[src/rtl/interrupt_controller.sv]
// Interrupt controller: latches rising edges of peripheral request lines into IF,
// masks them with IE toward the CPU, and clears the highest-priority bit on ack.
module interrupt_controller #(
  parameter logic [15:0] IF_ADDR = 16'hFF0F,
  parameter logic [15:0] IE_ADDR = 16'hFFFF,
  parameter int unsigned N_SRC   = 5
) (
  input  logic        i_clk,
  input  logic        i_reset,
  input  logic        i_cpu_en,
  input  logic [15:0] i_addr,
  input  logic [7:0]  i_wdata,
  input  logic        i_write,
  output logic [7:0]  o_rdata,
  output logic        o_hit,
  input  logic [4:0]  i_irq_src,
  output logic [4:0]  o_ints,
  input  logic        i_int_ack,
  output logic        o_int_pending,
  output logic        o_ack_err
);

  logic [N_SRC-1:0] r_if;
  logic [7:0]       r_ie;
  logic [N_SRC-1:0] r_src_prev;
  logic             r_ack_err;

  logic [N_SRC-1:0] w_if_d;
  logic [N_SRC-1:0] w_edge_set;
  logic [N_SRC-1:0] w_ints;
  logic [N_SRC-1:0] w_ack_mask;
  logic [N_SRC-1:0] w_base;
  logic             w_hit_if;
  logic             w_hit_ie;
  logic             w_wr_if;
  logic             w_wr_ie;
  logic             w_ack;

  assign w_hit_if   = (i_addr == IF_ADDR);
  assign w_hit_ie   = (i_addr == IE_ADDR);
  assign w_wr_if    = i_write & i_cpu_en & w_hit_if;
  assign w_wr_ie    = i_write & i_cpu_en & w_hit_ie;
  assign w_ack      = i_int_ack & i_cpu_en;
  assign w_edge_set = i_irq_src & ~r_src_prev;
  assign w_ints     = r_if & r_ie[N_SRC-1:0];
  // Isolate the lowest set bit: bit 0 has the highest priority.
  assign w_ack_mask = w_ints & (~w_ints + 5'd1);

  always_comb begin
    w_base = w_wr_if ? i_wdata[N_SRC-1:0] : r_if;
    if (w_ack) begin
      w_base = w_base & ~w_ack_mask;
    end
    // A fresh edge always wins over a clear in the same cycle.
    w_if_d = w_base | w_edge_set;
  end

  always_ff @(posedge i_clk or negedge i_reset) begin
    if (!i_reset) begin
      r_if       <= '0;
      r_ie       <= 8'h00;
      r_src_prev <= '0;
      r_ack_err  <= 1'b0;
    end else begin
      r_src_prev <= i_irq_src;
      r_if       <= w_if_d;
      if (w_wr_ie) begin
        r_ie <= i_wdata;
      end
      if (w_ack && (w_ints == '0)) begin
        r_ack_err <= 1'b1;
      end
    end
  end

  always_comb begin
    o_rdata = 8'hFF;
    if (w_hit_if) begin
      o_rdata = {3'b111, r_if};
    end else if (w_hit_ie) begin
      o_rdata = r_ie;
    end
  end

  assign o_hit         = w_hit_if | w_hit_ie;
  assign o_ints        = w_ints;
  assign o_int_pending = |w_ints;
  assign o_ack_err     = r_ack_err;

endmodule

[config.mk]
export PLATFORM = sky130hd
export DESIGN_NAME = interrupt_controller
export DESIGN_NICKNAME = d
export VERILOG_FILES = /design/src/rtl/interrupt_controller.sv
export SDC_FILE = /design/constraint.sdc
export NUM_CORES = 1
export LEC_CHECK = 0
export ABC_AREA = 1
export BUFFER_PORTS_ARGS = -buffer_cell sky130_fd_sc_hd__buf_4
export CAP_MARGIN = 20
export CELL_PAD_IN_SITES_DETAIL_PLACEMENT = 0
export CELL_PAD_IN_SITES_GLOBAL_PLACEMENT = 1
export CORE_MARGIN = 2
export CORE_UTILIZATION = 32
export DETAILED_ROUTE_END_ITERATION = 12
export PLACE_DENSITY = 0.82
export REMOVE_ABC_BUFFERS = 1
export SLEW_MARGIN = 20
export SYNTH_ARGS = -nofsm -noshare
export SYNTH_HDL_FRONTEND = slang
export SYNTH_SLANG_ARGS = --single-unit
[constraint.sdc]
create_clock -name i_clk -period 1.35 [get_ports i_clk]
set_clock_uncertainty 0.1 [all_clocks]
set_input_delay 0.2025 -clock i_clk [delete_from_list [all_inputs] [get_ports i_clk]]
set_output_delay 0.2025 -clock i_clk [all_outputs]
set_load 0.01 [all_outputs]
==> results.yml <==
outcome:
  run_status: "complete, but fails checks"
  failed_checks: "setup timing"
setup_path:
  setup.worst_path.class: "input pin to output pin"
  cp.required_ns: 1.05
  startpoint_type: "input pin"
  critical_path.endpoint_type: "output pin"
  crit_fanout: 5
  cp.arrival_ns: 1.18
sta:
  slew_viol_final: 0
  hold_viol: 0
  worst_slew_pin_slew_ns: 0.451
  worst_slack_ns: -0.137
  relSlewSlack_pct: 69.9
  finalCritPeriodShare_pct: 110
  setup_viol: 17
  min_period_ns: 1.49
  clock.fmax_mhz: 673
  rsz0062_at_grt: "yes"
routing:
  wirelength_um: 3740
  drcViolationCount: 0
  dr.pass1.iters: 4
  wl_per_cell_um: 12.3
  viasPerCell: 4.53
  drt_iter0_markers: 29
  ant_nets: 0
  num_vias: 1372
synthesis:
  yosys.area_share.simple_pct: 41.6
  yosysSeqAreaShare_pct: 40.4
  synth-compound-area-share_pct: 3.83
  ys_ff_latch: 19
  synth.top_cell.area_share_pct: 40.4
  synthesis.yosys.warnings: 0
  synth_top_family_by_area: "simple AND/OR/NAND/NOR gates"
  syn_inst: 169
  syn_area_um2: 1180
  synthTopCellsByArea: "dfrtp_1, nand2_1, inv_1"
  avgSynthCellArea_um2: 6.96
  synth_mux_area_share_pct: 0
  synth_xor_area_share_pct: 0
  yosysUniqueCellTypes: 19
  synthAdderAreaFrac_pct: 0
  synth_top_cell_by_area: "dfrtp_1"
clocking:
  clk_path_buf_depth: 2
  cts.sinks: 19
  root_buffer: "clkbuf_8"
  cts_made_buffers: 3
  h-tree-depth: 1
  clkTransAtPathRegs_ns: 0.07
  cts_tree: "done"
  clkLatencyLatePin_ns: 0.26
layout:
  nFillCells: 318
  final_common_cell: "buf_4"
  num_antenna_cells: 0
  layout-drive-gt1-share_pct: 51.0
  final_area_um2: 2210
  mostFrequentLayoutCells: "buf_4, nand2_1, inv_1"
  final_nets: 290
  syn_to_final_growth_pct: 87.7
power_and_ir_drop:
  p_leak_nw: 1.19
  ir_drop_uv: 575
  total_power_mw: 1.18
  p_per_area_nw_per_um2: 536
placement:
  post-place-ws_ns: -0.192
  dp_hpwl_um: 2470
  dpl_cell_area_um2: 1740
  port_buffers: 49
  gp_congestion: 0.767
global_route:
  antenna_found_initial: 0
  grt_pass1_vias: 1363
  grt_max_degree: 20
  grt_pass1_wl_um: 5690
  grt-ovfl-total: 0
  grt_usage_pct: 17.5
flow_run:
  drv_cap: 0
floorplan:
  boundaryPins: 50
  die_y_um: 64.6
  die_w_um: 64.6
  coreArea_um2: 3610
  start_util_pct: 32.6
  fp.dieArea_um2: 4180
  row_count: 22
hold_path:
  min_path_type: "input pin to flip-flop"
flip-flops by register name, indices dropped and copies added, names as in the netlist:
signal,count
r_ie,8
r_src_prev,5
o_ack_err,1
r_if,5
cells by family after synthesis:
family                 Yosys count
DFF                             19
AOI/OAI and AO/OA                7
and+or+nand+nor                103
buffers and inverters           40
per-stage QoR:
step	TNS [ns]	util, %	hold WS [ns]	std cells
after floorplan	0	-	-0.193	166
after detailed placement	-2.66	48.2	-0.00386	281
after global placement	-2.52	48.2	-0.00477	281
final	-1.51	61.2	0.0753	303
after global routing	-2.69	61.2	0.0944	303
after CTS	-1.32	54.2	0.0719	297
synth_stat cells (all sizes together):
cell type and n:
o31ai 1, buf 3, o21bai 1, nand2 68, dfrtp 19, o21ai 5
nor2 6, nand3 19, inv 37, nand4 8, nor3 2
power breakdown:
| part | internal [mW] | total, mW | switching [mW] |
|---|---|---|---|
| clock | 0.210 | 0.403 | 0.193 |
| sequential | 0.576 | 0.578 | 0.00192 |
| combinational | 0.113 | 0.203 | 0.0893 |
per-layer routing:
layer / up-vias / GRT usage [%] / wire (µm)
li1: 696 / - / -
met2: 37 / 31.4 / 1970
met5: - / 0 / 0
met3: 4 / 2.95 / 162
met4: 0 / 6.38 / 56
met1: 635 / 20.8 / 1550
worst max-delay path: stages:
cell,delay [ns]
buf_8,0.11
nor2_4,0.10
nand2_2,0.07
nor2_4,0.14
nand2_4,0.09
buf_6,0.15
o21ai_4,0.14
nand2_2,0.07
buf_6,0.12
worst paths after layout:
| kind | slack [ns] | depth (start not counted) | from | to |
|---|---|---|---|---|
| worst min register to register | 0.38 | 3 | r_src_prev[3] | r_if[3] |
| max in group asynchronous | 0.69 | 2 | i_reset | r_ie[3] |
| worst max-delay path | -0.14 | 9 | i_addr[4] | o_rdata[4] |
| worst max register to register | 0.07 | 6 | r_ie[2] | r_if[4] |
| min in group asynchronous | 0.25 | 2 | i_reset | r_ie[7] |
| worst min-delay path | 0.08 | 3 | i_wdata[6] | r_ie[6] |
area by class of cell:
type	count	area [µm²]	share of cell area, %
flip-flops and latches	19	475	21.5
repair buffers	85	779	35.3
inverters	37	139	6.29
well taps	48	60.1	2.72
clock buffers	4	45.0	2.04
multi-input cells	110	708	32.1
timing repair:
item                                    in CTS  in global routing
endpoints found under the hold margin       24                  0
gates resized for setup                     22                 59
hold buffers                                 6                  0
buffers inserted                             6                  5
cloned                                       0                  1
endpoints found under the setup margin      11                 21
pin swaps                                    6                 20
Power figures use the tool's default switching activity.
